--- src/rtl/ram_bist_ctrl_pkg.sv ---
// Shared constants and helpers for the RAM self-test sequencer.
// Holds the state codes, base patterns, LED status prefixes and the word-pattern function.
package ram_bist_pkg;

  localparam logic [2:0] IDLE  = 3'd0;
  localparam logic [2:0] FILL  = 3'd1;
  localparam logic [2:0] READ  = 3'd2;
  localparam logic [2:0] DRAIN = 3'd3;
  localparam logic [2:0] PASS  = 3'd4;
  localparam logic [2:0] FAIL  = 3'd5;

  localparam logic [31:0] PAT_SW0 = 32'h0000_0001;
  localparam logic [31:0] PAT_SW1 = 32'hFFFF_FFFF;
  localparam logic [31:0] PAT_SW2 = 32'h0001_0000;
  localparam logic [31:0] PAT_SW3 = 32'h5555_5555;

  localparam logic [1:0] LED_BUSY = 2'b10;
  localparam logic [1:0] LED_PASS = 2'b01;
  localparam logic [1:0] LED_FAIL = 2'b11;

  function automatic logic [31:0] base_sel(input logic [1:0] sw);
    case (sw)
      2'b00:   return PAT_SW0;
      2'b01:   return PAT_SW1;
      2'b10:   return PAT_SW2;
      default: return PAT_SW3;
    endcase
  endfunction

  // Folding the address into the data makes address aliasing show up as a data mismatch.
  function automatic logic [31:0] pattern(input logic [31:0] base, input logic [31:0] addr);
    return base ^ addr;
  endfunction

endpackage

--- src/rtl/ram_bist_ctrl_if.sv ---
// Single-port block RAM connection between the self-test sequencer and the RAM.
interface ram_bist_ctrl_if #(
  parameter int unsigned ADDR_W = 6,
  parameter int unsigned DATA_W = 32
);
  logic              Ram_we;
  logic [ADDR_W-1:0] Ram_addr;
  logic [DATA_W-1:0] Ram_din;
  logic [DATA_W-1:0] Ram_dout;

  modport master (output Ram_we, output Ram_addr, output Ram_din, input Ram_dout);
  modport slave  (input Ram_we, input Ram_addr, input Ram_din, output Ram_dout);
endinterface

--- src/rtl/ram_bist_ctrl_btn_debounce.sv ---
// Push-button conditioning: 2-FF synchronizer, stability counter and rising-edge pulse.
module btn_debounce #(
  parameter int unsigned DEBOUNCE_CYCLES = 500000
) (
  input  logic Clk,
  input  logic Rst,
  input  logic Btn_raw,
  output logic Pulse
);
  localparam int unsigned CNT_W = $clog2(DEBOUNCE_CYCLES + 1);

  logic             sync1_q, sync2_q;
  logic             level_q, level_prev_q;
  logic [CNT_W-1:0] cnt_q;

  always_ff @(posedge Clk) begin
    if (Rst) begin
      sync1_q      <= 1'b0;
      sync2_q      <= 1'b0;
      level_q      <= 1'b0;
      level_prev_q <= 1'b0;
      cnt_q        <= '0;
    end else begin
      sync1_q      <= Btn_raw;
      sync2_q      <= sync1_q;
      level_prev_q <= level_q;
      // Counter tracks consecutive samples that disagree with the accepted level.
      if (sync2_q == level_q) begin
        cnt_q <= '0;
      end else if (cnt_q == CNT_W'(DEBOUNCE_CYCLES - 1)) begin
        level_q <= sync2_q;
        cnt_q   <= '0;
      end else begin
        cnt_q <= cnt_q + CNT_W'(1);
      end
    end
  end

  assign Pulse = level_q & ~level_prev_q;

endmodule

--- src/rtl/ram_bist_ctrl.sv ---
// RAM self-test sequencer: fills every word with an address-folded pattern, reads it back
// through a latency-matched delay line and reports the first failing address.
module ram_bist_ctrl
  import ram_bist_pkg::*;
#(
  parameter int unsigned ADDR_W          = 6,
  parameter int unsigned DATA_W          = 32,
  parameter int unsigned RD_LAT          = 1,
  parameter int unsigned DEBOUNCE_CYCLES = 500000
) (
  input  logic              Clk,
  input  logic              Rst,
  input  logic              Start,
  input  logic [1:0]        SW,
  ram_bist_ctrl_if.master   ram,
  output logic              Busy,
  output logic              Done,
  output logic              Fail,
  output logic [ADDR_W-1:0] Err_addr,
  output logic [7:0]        LED
);
  logic              start_pulse;
  logic [2:0]        state_q, state_d;
  logic [ADDR_W-1:0] cnt_q, cnt_d;
  logic [ADDR_W-1:0] err_addr_q, err_addr_d;
  logic [ADDR_W-1:0] addr_hold_q;
  logic [31:0]       base_q, base_d;
  logic [ADDR_W-1:0] dly_addr_q [RD_LAT];
  logic [RD_LAT-1:0] dly_vld_q;
  logic [ADDR_W-1:0] ram_addr, cmp_addr;
  logic              cmp_vld, mismatch;

  btn_debounce #(
    .DEBOUNCE_CYCLES (DEBOUNCE_CYCLES)
  ) u_btn_debounce (
    .Clk     (Clk),
    .Rst     (Rst),
    .Btn_raw (Start),
    .Pulse   (start_pulse)
  );

  assign cmp_addr = dly_addr_q[RD_LAT-1];
  assign cmp_vld  = dly_vld_q[RD_LAT-1] && (state_q == READ || state_q == DRAIN);
  assign mismatch = cmp_vld && (ram.Ram_dout != DATA_W'(pattern(base_q, 32'(cmp_addr))));

  always_comb begin
    state_d    = state_q;
    cnt_d      = cnt_q;
    base_d     = base_q;
    err_addr_d = err_addr_q;
    case (state_q)
      IDLE, PASS, FAIL: begin
        if (start_pulse) begin
          state_d    = FILL;
          cnt_d      = '0;
          base_d     = base_sel(SW);
          err_addr_d = '0;
        end
      end
      FILL: begin
        cnt_d = cnt_q + ADDR_W'(1);
        if (cnt_q == '1) state_d = READ;
      end
      READ: begin
        if (mismatch) begin
          state_d    = FAIL;
          err_addr_d = cmp_addr;
        end else begin
          // Wraps to zero on the last address, which also starts the drain count.
          cnt_d = cnt_q + ADDR_W'(1);
          if (cnt_q == '1) state_d = DRAIN;
        end
      end
      DRAIN: begin
        if (mismatch) begin
          state_d    = FAIL;
          err_addr_d = cmp_addr;
        end else if (cnt_q == ADDR_W'(RD_LAT - 1)) begin
          state_d = PASS;
        end else begin
          cnt_d = cnt_q + ADDR_W'(1);
        end
      end
      default: state_d = IDLE;
    endcase
  end

  always_ff @(posedge Clk) begin
    if (Rst) begin
      state_q     <= IDLE;
      cnt_q       <= '0;
      base_q      <= '0;
      err_addr_q  <= '0;
      addr_hold_q <= '0;
      dly_vld_q   <= '0;
      for (int i = 0; i < RD_LAT; i++) dly_addr_q[i] <= '0;
    end else begin
      state_q     <= state_d;
      cnt_q       <= cnt_d;
      base_q      <= base_d;
      err_addr_q  <= err_addr_d;
      addr_hold_q <= ram_addr;
      for (int i = RD_LAT - 1; i > 0; i--) begin
        dly_vld_q[i]  <= dly_vld_q[i-1];
        dly_addr_q[i] <= dly_addr_q[i-1];
      end
      dly_vld_q[0]  <= (state_q == READ);
      dly_addr_q[0] <= cnt_q;
      // First mismatch ends the run; reads still in flight are dropped.
      if (mismatch) dly_vld_q <= '0;
    end
  end

  assign ram_addr     = (state_q == FILL || state_q == READ) ? cnt_q : addr_hold_q;
  assign ram.Ram_addr = ram_addr;
  assign ram.Ram_we   = (state_q == FILL);
  assign ram.Ram_din  = (state_q == FILL) ? DATA_W'(pattern(base_q, 32'(cnt_q))) : '0;

  assign Busy     = (state_q == FILL) || (state_q == READ) || (state_q == DRAIN);
  assign Done     = (state_q == PASS) || (state_q == FAIL);
  assign Fail     = (state_q == FAIL);
  assign Err_addr = err_addr_q;

  always_comb begin
    case (state_q)
      FILL, READ, DRAIN: LED = {LED_BUSY, 6'(ram_addr)};
      PASS:              LED = {LED_PASS, 6'b0};
      FAIL:              LED = {LED_FAIL, 6'(err_addr_q)};
      default:           LED = 8'h00;
    endcase
  end

endmodule

--- src/flat_wrapper.sv ---
// flat-port wrapper written by rule: the top's interface ports become plain ports
module ram_bist_ctrl_flat import ram_bist_pkg::*;
#(
  parameter int unsigned ADDR_W          = 6,
  parameter int unsigned DATA_W          = 32,
  parameter int unsigned RD_LAT          = 1,
  parameter int unsigned DEBOUNCE_CYCLES = 500000
)
  (Clk, Rst, Start, SW, Busy, Done, Fail, Err_addr, LED, ram_Ram_we, ram_Ram_addr, ram_Ram_din, ram_Ram_dout);
  ram_bist_ctrl_if #(.ADDR_W(ADDR_W), .DATA_W(DATA_W)) ram_i ();
  input  logic Clk;
  input  logic Rst;
  input  logic Start;
  input  logic [1:0] SW;
  output logic Busy;
  output logic Done;
  output logic Fail;
  output logic [ADDR_W-1:0] Err_addr;
  output logic [7:0] LED;
  output wire logic [$bits(ram_i.Ram_we)-1:0] ram_Ram_we;
  output wire logic [$bits(ram_i.Ram_addr)-1:0] ram_Ram_addr;
  output wire logic [$bits(ram_i.Ram_din)-1:0] ram_Ram_din;
  input wire logic [$bits(ram_i.Ram_dout)-1:0] ram_Ram_dout;
  assign ram_Ram_we = ram_i.Ram_we;
  assign ram_Ram_addr = ram_i.Ram_addr;
  assign ram_Ram_din = ram_i.Ram_din;
  assign ram_i.Ram_dout = ram_Ram_dout;
  ram_bist_ctrl #(.ADDR_W(ADDR_W), .DATA_W(DATA_W), .RD_LAT(RD_LAT), .DEBOUNCE_CYCLES(DEBOUNCE_CYCLES)) u_core (.Clk(Clk), .Rst(Rst), .Start(Start), .SW(SW), .ram(ram_i), .Busy(Busy), .Done(Done), .Fail(Fail), .Err_addr(Err_addr), .LED(LED));
endmodule
--- config.mk ---
export PLATFORM = sky130hd
export DESIGN_NAME = ram_bist_ctrl_flat
export DESIGN_NICKNAME = d
export VERILOG_FILES = /design/src/rtl/ram_bist_ctrl_pkg.sv /design/src/rtl/ram_bist_ctrl_if.sv /design/src/rtl/ram_bist_ctrl_btn_debounce.sv /design/src/rtl/ram_bist_ctrl.sv /design/src/flat_wrapper.sv
export SDC_FILE = /design/constraint.sdc
export NUM_CORES = 1
export LEC_CHECK = 0
export ABC_CLOCK_PERIOD_IN_PS = 2710
export CAP_MARGIN = 30
export CORE_MARGIN = 1
export CORE_UTILIZATION = 48
export CTS_CLUSTER_DIAMETER = 40
export DETAILED_ROUTE_END_ITERATION = 8
export GPL_TIMING_DRIVEN = 0
export PLACE_DENSITY = 0.81
export REMOVE_ABC_BUFFERS = 1
export SLEW_MARGIN = 10
export SYNTH_ARGS = -nofsm -noshare
export SYNTH_HDL_FRONTEND = slang
export SYNTH_HIERARCHICAL = 1
export SYNTH_SLANG_ARGS = --single-unit
export TNS_END_PERCENT = 20
--- constraint.sdc ---
create_clock -name Clk -period 2.71 [get_ports Clk]
set_clock_uncertainty 0.05 [all_clocks]
set_input_delay 0.271 -clock Clk [delete_from_list [all_inputs] [get_ports Clk]]
set_output_delay 0.271 -clock Clk [all_outputs]
set_load 0.005 [all_outputs]
* Yosys cells after proc, flatten, opt, wreduce, memory -nomap -nowiden *
Memory sizes are Yosys's and may differ from the RTL's.
Index checks and enable logic that the tools add are counted.

storage, ports and cells
  register bits = 77
  memory bits (writable) = 6
  input bits = 37
  output and inout port bits = 56
  memories kept = 1

memories
  memory             depth  width  rd ports  clocked after Yosys merged registers in  write ports  line                 text
  u_core.dly_addr_q  1      6      1         0                                        1            ram_bist_ctrl.sv:28  logic [ADDR_W-1:0] dly_addr_q [RD_LAT];

cells by class
  $add $sub $neg = 2
  eq/ne operators = 19
  multiplexer cells = 23
  bitwise logic cells = 5
  reductions and logical operators = 22

operators with widths
  operator                 count
  $pmux W32 S3             1
  $xor A32 B6 Y32          2
  $mux W6                  7
  $mux W32                 1
  $ne A32 B32 Y1           1
  $pmux W6 S4              1
  $pmux W8 S3              1
  $add A19 B1 Y19 const B  1
  $eq A19 B19 Y1 const B   1
  $mux W3                  6
  $pmux W3 S4              1
  $pmux W6 S2              1
  $reduce_or A3 Y1         3
  $add A6 B1 Y6 const B    1
  $eq A3 B2 Y1 const B     2
  $eq A3 B3 Y1 const B     2
  $eq A6 B6 Y1 const B     1
  $logic_not A6 Y1         1
  $ne A2 B1 Y1 const B     3
  $ne A2 B2 Y1 const B     3
  $ne A3 B2 Y1 const B     2
  $reduce_or A6 Y1         1
  $reduce_and A5 Y1        1
  $logic_or A1 B1 Y1       4
  other kinds (16)         23

* Longest topological paths before layout *
Gate-level depths: netlist of the first run.

  depth after elaboration = 6
  mapped depth = 10
  gate-level depth less buffers = 8

* Cells and area by module *
Netlist of the first run, hierarchy kept.

by module, submodules not included
  module         instances  cells each  area an instance (sq um)  seq. area each (sq um)
  ram_bist_ctrl  1          289         2238.4                    640.6
  btn_debounce   1          109         999.7                     460.4

* Worst setup path before layout of the first run *
No wires, ideal clock.

  kind = register to register
  from = register u_core.base_q[30]
  to = register u_core.cnt_q[2]
  library setup time = 0.123 ns
  data arrival time = 1.986 ns
  data required time = 2.537 ns
  path slack = 0.551 ns
  stages on the path, launching flop included = 7
  cells stage by stage = dfxtp_1 > or4_4 > a2111oi_4 > nand3_2 > nor4_2 > o21ai_1 > mux2_1

between the ends
  word-level cells in the longest chain between the ends = 5

ends and longest elaborated chain
  what                             line                     text
  from (decl)                      ram_bist_ctrl.sv:27      logic [31:0] base_q, base_d;
  from (signal assigned)           ram_bist_ctrl.sv:100     base_q <= base_d;
  $xor A32 B6 Y32 (*)              ram_bist_ctrl_pkg.sv:32  return base ^ addr;
  $ne A32 B32 Y1 (*)               ram_bist_ctrl.sv:44      assign mismatch = cmp_vld && (ram.Ram_dout != DATA_W'(pattern(base_q, 32'(cmp_addr))));
  $logic_and A1 B1 Y1 (*)          ram_bist_ctrl.sv:44
  $ne A2 B2 Y1 (no line)           n/a
  $reduce_and A5 Y1 (no line) (*)  n/a
  to (signal assigned)             ram_bist_ctrl.sv:99      cnt_q <= cnt_d;
  to (decl)                        ram_bist_ctrl.sv:24      logic [ADDR_W-1:0] cnt_q, cnt_d;

Mark *: on every way between the ends. The rest lies on a longest branch, timed or not.
A chain may end at the register's enable or synchronous reset.

* Final worst setup path of the first run *
  from = register u_core.cnt_q[0]
  to = register u_core.cnt_q[2]

between the ends
  word-level cells in the longest chain between the ends = 4

ends and longest elaborated chain
  what           line                                                           text
  $add A6 B1 Y6  ram_bist_ctrl.sv:61, ram_bist_ctrl.sv:70, ram_bist_ctrl.sv:81
  $mux W6        ram_bist_ctrl.sv:78                                            end else if (cnt_q == ADDR_W'(RD_LAT - 1)) begin
  $mux W6        ram_bist_ctrl.sv:75                                            if (mismatch) begin
  $pmux W6 S4    ram_bist_ctrl.sv:51                                            case (state_q)

Several ways; a longest one is shown, not always the timed one. The select of a mux whose other input is x is not followed.

==> flow_metrics.env, run 1 <==
export IMPL_outcome="finished, violations left"
export IMPL_violations="design-rule violations"
export IMPL_required_ns=2.86
export IMPL_r2r_cells=9
export IMPL_power_frac_clock_pct=32.5
export IMPL_dr_pass1_iters=6
export IMPL_slew_headroom_pct=46.24
export IMPL_synthCells=398
export IMPL_p_switching_uw=337.2
export IMPL_clk_pin_slew_worst_paths_ns=0.10
export IMPL_wl_per_cell_um=15.58
export IMPL_grt_ovfl_total=0
export IMPL_cap_violations=0
export IMPL_syn_to_final_growth_pct=27.55
export IMPL_grt_max_degree=23
export IMPL_synth_seq_cells=55
export IMPL_worstReg2RegStart="u_core/cnt_q[0]"
export IMPL_start_kind="register"
export IMPL_n_antenna_cell=0
export IMPL_cts_max_level=2
export IMPL_path_buf_inv=2
export IMPL_cts_buffers=5
export IMPL_syn_area_per_cell_um2=8.136
export IMPL_whs_endpoint="u_core/u_btn_debounce/sync2_q"
export IMPL_drc=16
export IMPL_worstMarginPinSlew_ns=0.8039
export IMPL_async_reset_ff_share_pct=0
export IMPL_port_buffers=92
export IMPL_placed_area_um2=4006
export IMPL_fmax_mhz=393.9
export IMPL_combPwrFrac_pct=8.4
export IMPL_via_count=2984
export IMPL_critPathCaptureType="register"
export IMPL_cts_root_buf="clkbuf_8"
export IMPL_switching_share_pct=23.94
export IMPL_drt_wl_total_um=8304
export IMPL_dp_hpwl_um=6362
export IMPL_gp_congestion=0.8655
export IMPL_grt_use_total_pct=23.90
export IMPL_clkLatencyLatePin_ns=0.31
export IMPL_hold_violations=0
export IMPL_p_per_area_nw_per_um2=341.1
export IMPL_worstSetupPathType="register to register"
export IMPL_io_pins=93
export IMPL_vias_per_cell=5.598
export IMPL_setup_tns_ns=0
export IMPL_die_area_um2=7079
export IMPL_fin_ws_ns=0.1714
export IMPL_rsz0062_at_grt="no"
export IMPL_netlist_area_um2=3238
export IMPL_grt_pass1_wl_um=13680
export IMPL_cts_tree="built"
export IMPL_leakage_uw=0.001392
export IMPL_ir_drop_mv=0.3463
export IMPL_drv_slew=0
export IMPL_clock_sinks=55
export IMPL_drtIter0Drc=174
export IMPL_r2r_end="u_core/cnt_q[2]"
export IMPL_cp_top_family="compound AO/OA/AOI/OAI gates"
export IMPL_place_ws_ns=-0.6075
export IMPL_min_delay_start="u_core/u_btn_debounce/sync1_q"
export IMPL_synth_flop_cell="dfxtp_1"
export IMPL_hold_path_class="register to register"
export IMPL_fin_hold_ws_ns=0.3980
export IMPL_cts_path_max_buffers=2
export IMPL_layout_common_cells="clkdlybuf4s50_1, dfxtp_1, nor2_1"
export IMPL_start_util_pct=50.42
export IMPL_critPathSlowestCell="dfxtp_1"
export IMPL_ant_nets=0
export IMPL_path_cells="inv_1, ha_1, nor2b_1, and2_1, o31ai_1, a21boi_1, buf_2, o21ai_1, mux2_1"
export IMPL_crit_fanout=9
export IMPL_p_int_uw=1071
export IMPL_ys_seq_area_share_pct=34.00
export IMPL_cp_arrival_ns=2.69
export IMPL_seq_power_share_pct=59.1
export IMPL_total_power_uw=1409
export IMPL_synth_edf_count=0
export IMPL_coreArea_um2=6422
export IMPL_nNetsFinal=495
export IMPL_worst_r2r_setup_slack_ns=0.17
export IMPL_std_cell_rows=29
export IMPL_hold_depth=1
export IMPL_finalSetupViolations=0
export IMPL_crit_path_max_incr_delay_ns=0.54
export IMPL_die_y_um=84.14
export IMPL_synth_distinct_cells=57
export IMPL_grt_pass1_vias=2783
export IMPL_fin_crit_sh_pct=93.67
export IMPL_drive_gt1_share_pct=7.456
export IMPL_fin_area_um2=4130
export IMPL_ys_warn_count=6
export IMPL_final_common_cell="clkdlybuf4s50_1"
export IMPL_die_x_um=84.14
export IMPL_period_needed_ns=2.539
export IMPL_antenna_found_initial=0
[flip-flops by register name, summed over array words and instances, names as in the netlist]
signal	flops
u_core/base_q	4
u_core/u_btn_debounce/level_q	1
u_core/u_btn_debounce/level_prev_q	1
u_core/u_btn_debounce/sync1_q	1
u_core/dly_vld_q	1
u_core/u_btn_debounce/cnt_q	19
u_core/addr_hold_q	6
u_core/cnt_q	6
u_core/u_btn_debounce/sync2_q	1
u_core/state_q	3
u_core/dly_addr_q	6
u_core/Err_addr	6
[per-layer routing]
layer / part of all wire, % / up-vias / track usage [%]
li1: - / 1469 / -
met1: 43 / 1403 / 31.17
met2: 48 / 99 / 40.69
met3: 7.0 / 13 / 4.326
met4: 1.5 / 0 / 6.583
met5: 0 / - / 0
[power by group through the flow]
stage	clock, uW	combinational [uW]	sequential (uW)
floorplan	0	42.0	846
global placement	0	110	852
detailed placement	0	117	852
CTS	469	118	833
global route	501	129	835
finish	458	118	833
[layout make-up]
class | count | area (um2)
Clock inverter | 3 | 18.77
Fill cell | 538 | 2292
Inverter | 21 | 78.83
Timing Repair Buffer | 95 | 948.4
Tap cell | 77 | 96.34
Sequential cell | 55 | 1106
Multi-Input combinational cell | 277 | 1813
Clock buffer | 5 | 68.82
[logic make-up (layout without fill, tap and decap cells)]
family          after synthesis  after routing  synth area share, %
xor+xnor                     31             31                9.313
simple gates                171            171                28.40
compound gates               61             61                12.91
buf+inv                      66            124                10.74
mux                          11             11                3.478
flops                        55             55                34.00
fa+ha+maj                     3              3                1.159
[timing repair]
| action | CTS | global route |
|---|---|---|
| endpoints found under the hold margin | 0 | 0 |
| gates resized for setup | 5 | 6 |
| setup endpoints to repair | 41 | 39 |
| pin swaps | 1 | 0 |
| buffers inserted | 1 | 0 |
| hold buffers | 0 | 0 |
[Yosys cell counts, types with 2 or more instances]
master    count  area share (%)
a21oi_1      12             1.9
a311oi_1      3            0.81
and2_1        5            0.97
and3_1        4            0.77
buf_2         2            0.31
buf_4        24             5.6
clkbuf_1     17             2.0
dfxtp_1      55              34
ha_1          3             1.2
inv_1        21             2.4
mux2i_1       9             2.8
nand2_1      24             2.8
nand2b_1     12             2.3
nand3_1       7             1.1
nand3_2       2            0.62
nand4_1      13             2.5
nor2_1       50             5.8
nor2b_1       9             1.7
nor3_1        9             1.4
nor3b_1       7             1.6
nor4_1       10             1.9
o21a_1        2            0.46
o21ai_0      22             3.4
o22ai_1       2            0.39
o311ai_0      3            0.81
o31ai_1       3            0.70
o41ai_1       3            0.81
or2_2         3            0.58
or4_1         5             1.2
or4_4         2            0.70
xnor2_1      20             5.4
xor2_1        9             2.4
xor3_1        2             1.5
[worst max-delay path by stage]
stage                           start         endpoint  slack, ns  cells past startpoint
floorplan           u_core/base_q[30]  u_core/cnt_q[2]       0.06                      6
global placement     ram_Ram_dout[18]  u_core/cnt_q[2]      -0.52                      7
detailed placement   ram_Ram_dout[18]  u_core/cnt_q[2]      -0.61                      7
CTS                 u_core/state_q[0]  ram_Ram_din[11]       0.07                      5
global route          u_core/cnt_q[0]  u_core/cnt_q[2]       0.02                      9
finish                u_core/cnt_q[0]  u_core/cnt_q[2]       0.17                      9
[metrics by stage]
step / utilization, % / instances
4_1_cts: 64.15 / 533
6_report: 64.31 / 533
3_5_place_dp: 62.38 / 524
5_1_grt: 64.31 / 533
3_3_place_gp: 62.07 / 522
2_1_floorplan: - / 353
Power figures use the tool's default switching activity.
==> inputs of run 2 (changes only) <==
RECOVER_POWER = 25   (was not set)
==> run 2 against run 1 <==
The flow still finishes with violations (design-rule violations). First-iteration DRC count unchanged. Sequential share of layout area increased by 0.073 points. Non-clock buffer count unchanged.
==> flow_metrics.env, run 2 (synthesis gave the netlist of run 1 again) <==
export IMPL_crit_fanout=9
export IMPL_required_ns=2.86
export IMPL_vias_per_cell=5.589
export IMPL_critPathSlowestCell="dfxtp_1"
export IMPL_crit_path_max_incr_delay_ns=0.54
export IMPL_clkLatencyLatePin_ns=0.31
export IMPL_dr_pass1_iters=6
export IMPL_coreArea_um2=6422
export IMPL_die_x_um=84.14
export IMPL_drc=16
export IMPL_layout_common_cells="clkdlybuf4s50_1, dfxtp_1, nor2_1"
export IMPL_die_y_um=84.14
export IMPL_wl_per_cell_um=15.60
export IMPL_std_cell_rows=29
export IMPL_leakage_uw=0.001414
export IMPL_violations="design-rule violations"
export IMPL_fin_area_um2=4119
export IMPL_cap_violations=0
export IMPL_final_common_cell="clkdlybuf4s50_1"
export IMPL_via_count=2979
export IMPL_drv_slew=0
export IMPL_p_per_area_nw_per_um2=341.3
export IMPL_hold_violations=0
export IMPL_ctsHoldBuffers=0
export IMPL_cts_tree="built"
export IMPL_port_buffers=92
export IMPL_worstReg2RegStart="u_core/cnt_q[0]"
export IMPL_ant_nets=0
export IMPL_n_fill_cell=539
export IMPL_hold_path_class="register to register"
export IMPL_cts_root_buf="clkbuf_8"
export IMPL_gp_congestion=0.8655
export IMPL_largest_reg_flops=19
export IMPL_grt_pass1_vias=2783
export IMPL_grt_max_degree=23
export IMPL_clk_pin_slew_worst_paths_ns=0.10
export IMPL_outcome="finished, violations left"
export IMPL_placed_area_um2=4006
export IMPL_grt_pass1_wl_um=13680
export IMPL_fin_crit_sh_pct=93.66
export IMPL_crit_start="u_core/cnt_q[0]"
export IMPL_n_antenna_cell=0
export IMPL_clock_sinks=55
export IMPL_path_cells="inv_1, ha_1, nor2b_1, and2_1, o31ai_1, a21boi_1, buf_2, o21ai_1, mux2_1"
export IMPL_dp_hpwl_um=6362
export IMPL_period_needed_ns=2.538
export IMPL_slew_headroom_pct=47.83
export IMPL_drtIter0Drc=174
export IMPL_start_kind="register"
export IMPL_fmax_mhz=394.0
export IMPL_critPathCaptureType="register"
export IMPL_grt_use_total_pct=23.90
export IMPL_worstSetupPathType="register to register"
export IMPL_start_util_pct=50.42
export IMPL_finalSetupViolations=0
export IMPL_cts_max_level=2
export IMPL_worstMarginPinSlew_ns=0.7825
export IMPL_cts_path_max_buffers=2
export IMPL_drt_wl_total_um=8317
export IMPL_worst_r2r_setup_slack_ns=0.17
export IMPL_die_area_um2=7079
export IMPL_nNetsFinal=495
export IMPL_regMostFlops="u_core/u_btn_debounce/cnt_q"
export IMPL_ir_drop_mv=0.3454
export IMPL_cts_buffers=5
export IMPL_io_pins=93
export IMPL_syn_to_final_growth_pct=27.20
export IMPL_fin_hold_ws_ns=0.3980
export IMPL_cp_arrival_ns=2.69
export IMPL_grt_ovfl_total=0
export IMPL_antenna_found_initial=0
export IMPL_rsz0062_at_grt="no"
export IMPL_min_delay_start="u_core/u_btn_debounce/sync1_q"
export IMPL_drive_gt1_share_pct=7.237
-- run 2: final cells by class --
| cell class | count | area (um2) | area share, % |
|---|---|---|---|
| Sequential cell | 55 | 1106 | 26.85 |
| Multi-Input combinational cell | 277 | 1813 | 44.02 |
| Timing Repair Buffer | 95 | 937.1 | 22.75 |
| Clock inverter | 3 | 18.77 | 0.4557 |
| Tap cell | 77 | 96.34 | 2.339 |
| Clock buffer | 5 | 68.82 | 1.671 |
| Inverter | 21 | 78.83 | 1.914 |
-- run 2: path summary, 6_finish.rpt --
path	endpoint	depth (start not counted)
min reg2reg	u_core/u_btn_debounce/sync2_q	1
max reg2reg	u_core/cnt_q[2]	9
min	u_core/u_btn_debounce/sync2_q	1
max	u_core/cnt_q[2]	9
-- run 2: routing by layer --
| metal | up-vias | wire [um] | track usage [%] | share of wire (%) |
|---|---|---|---|---|
| met5 | - | 0 | 0 | 0 |
| met4 | 0 | 116 | 6.583 | 1.4 |
| met3 | 11 | 582 | 4.326 | 7.0 |
| met1 | 1401 | 3584 | 31.17 | 43 |
| li1 | 1469 | - | - | - |
| met2 | 98 | 4034 | 40.69 | 49 |
-- run 2: timing repair --
item | 4_1_cts | 5_1_grt
hold endpoints to repair | 0 | 0
buffers inserted | 1 | 0
pin swaps | 1 | 0
setup endpoints to repair | 41 | 39
gates resized for setup | 5 | 6
-- run 2: metrics by stage --
stage               setup TNS, ns  setup slack [ns]  utilization [%]  power, uW  std cells
floorplan                       0           0.06218                -      888.1        353
finish                          0            0.1718            64.13       1406        533
CTS                             0           0.06859            64.15       1420        533
global placement           -2.169           -0.5229            62.07      961.9        522
global route                    0           0.01868            64.13       1463        533
detailed placement         -2.642           -0.6075            62.38      968.6        524
-- run 2: where the power goes --
group          total [uW]  internal (uW)  switching (uW)  leakage (uW)
combinational         115           69.4            46.1      0.000920
sequential            833            817            15.9      0.000446
clock                 457            183             274     0.0000483
-- run 2: worst max-delay path: cells and delay by family, from the launching register on --
family,cells,cell delay [ns]
DFF,1,0.54
adders and majority gates,1,0.21
muxes,1,0.32
and+or+nand+nor,2,0.31
AOI/OAI and AO/OA,3,0.63
buffers and inverters,2,0.37
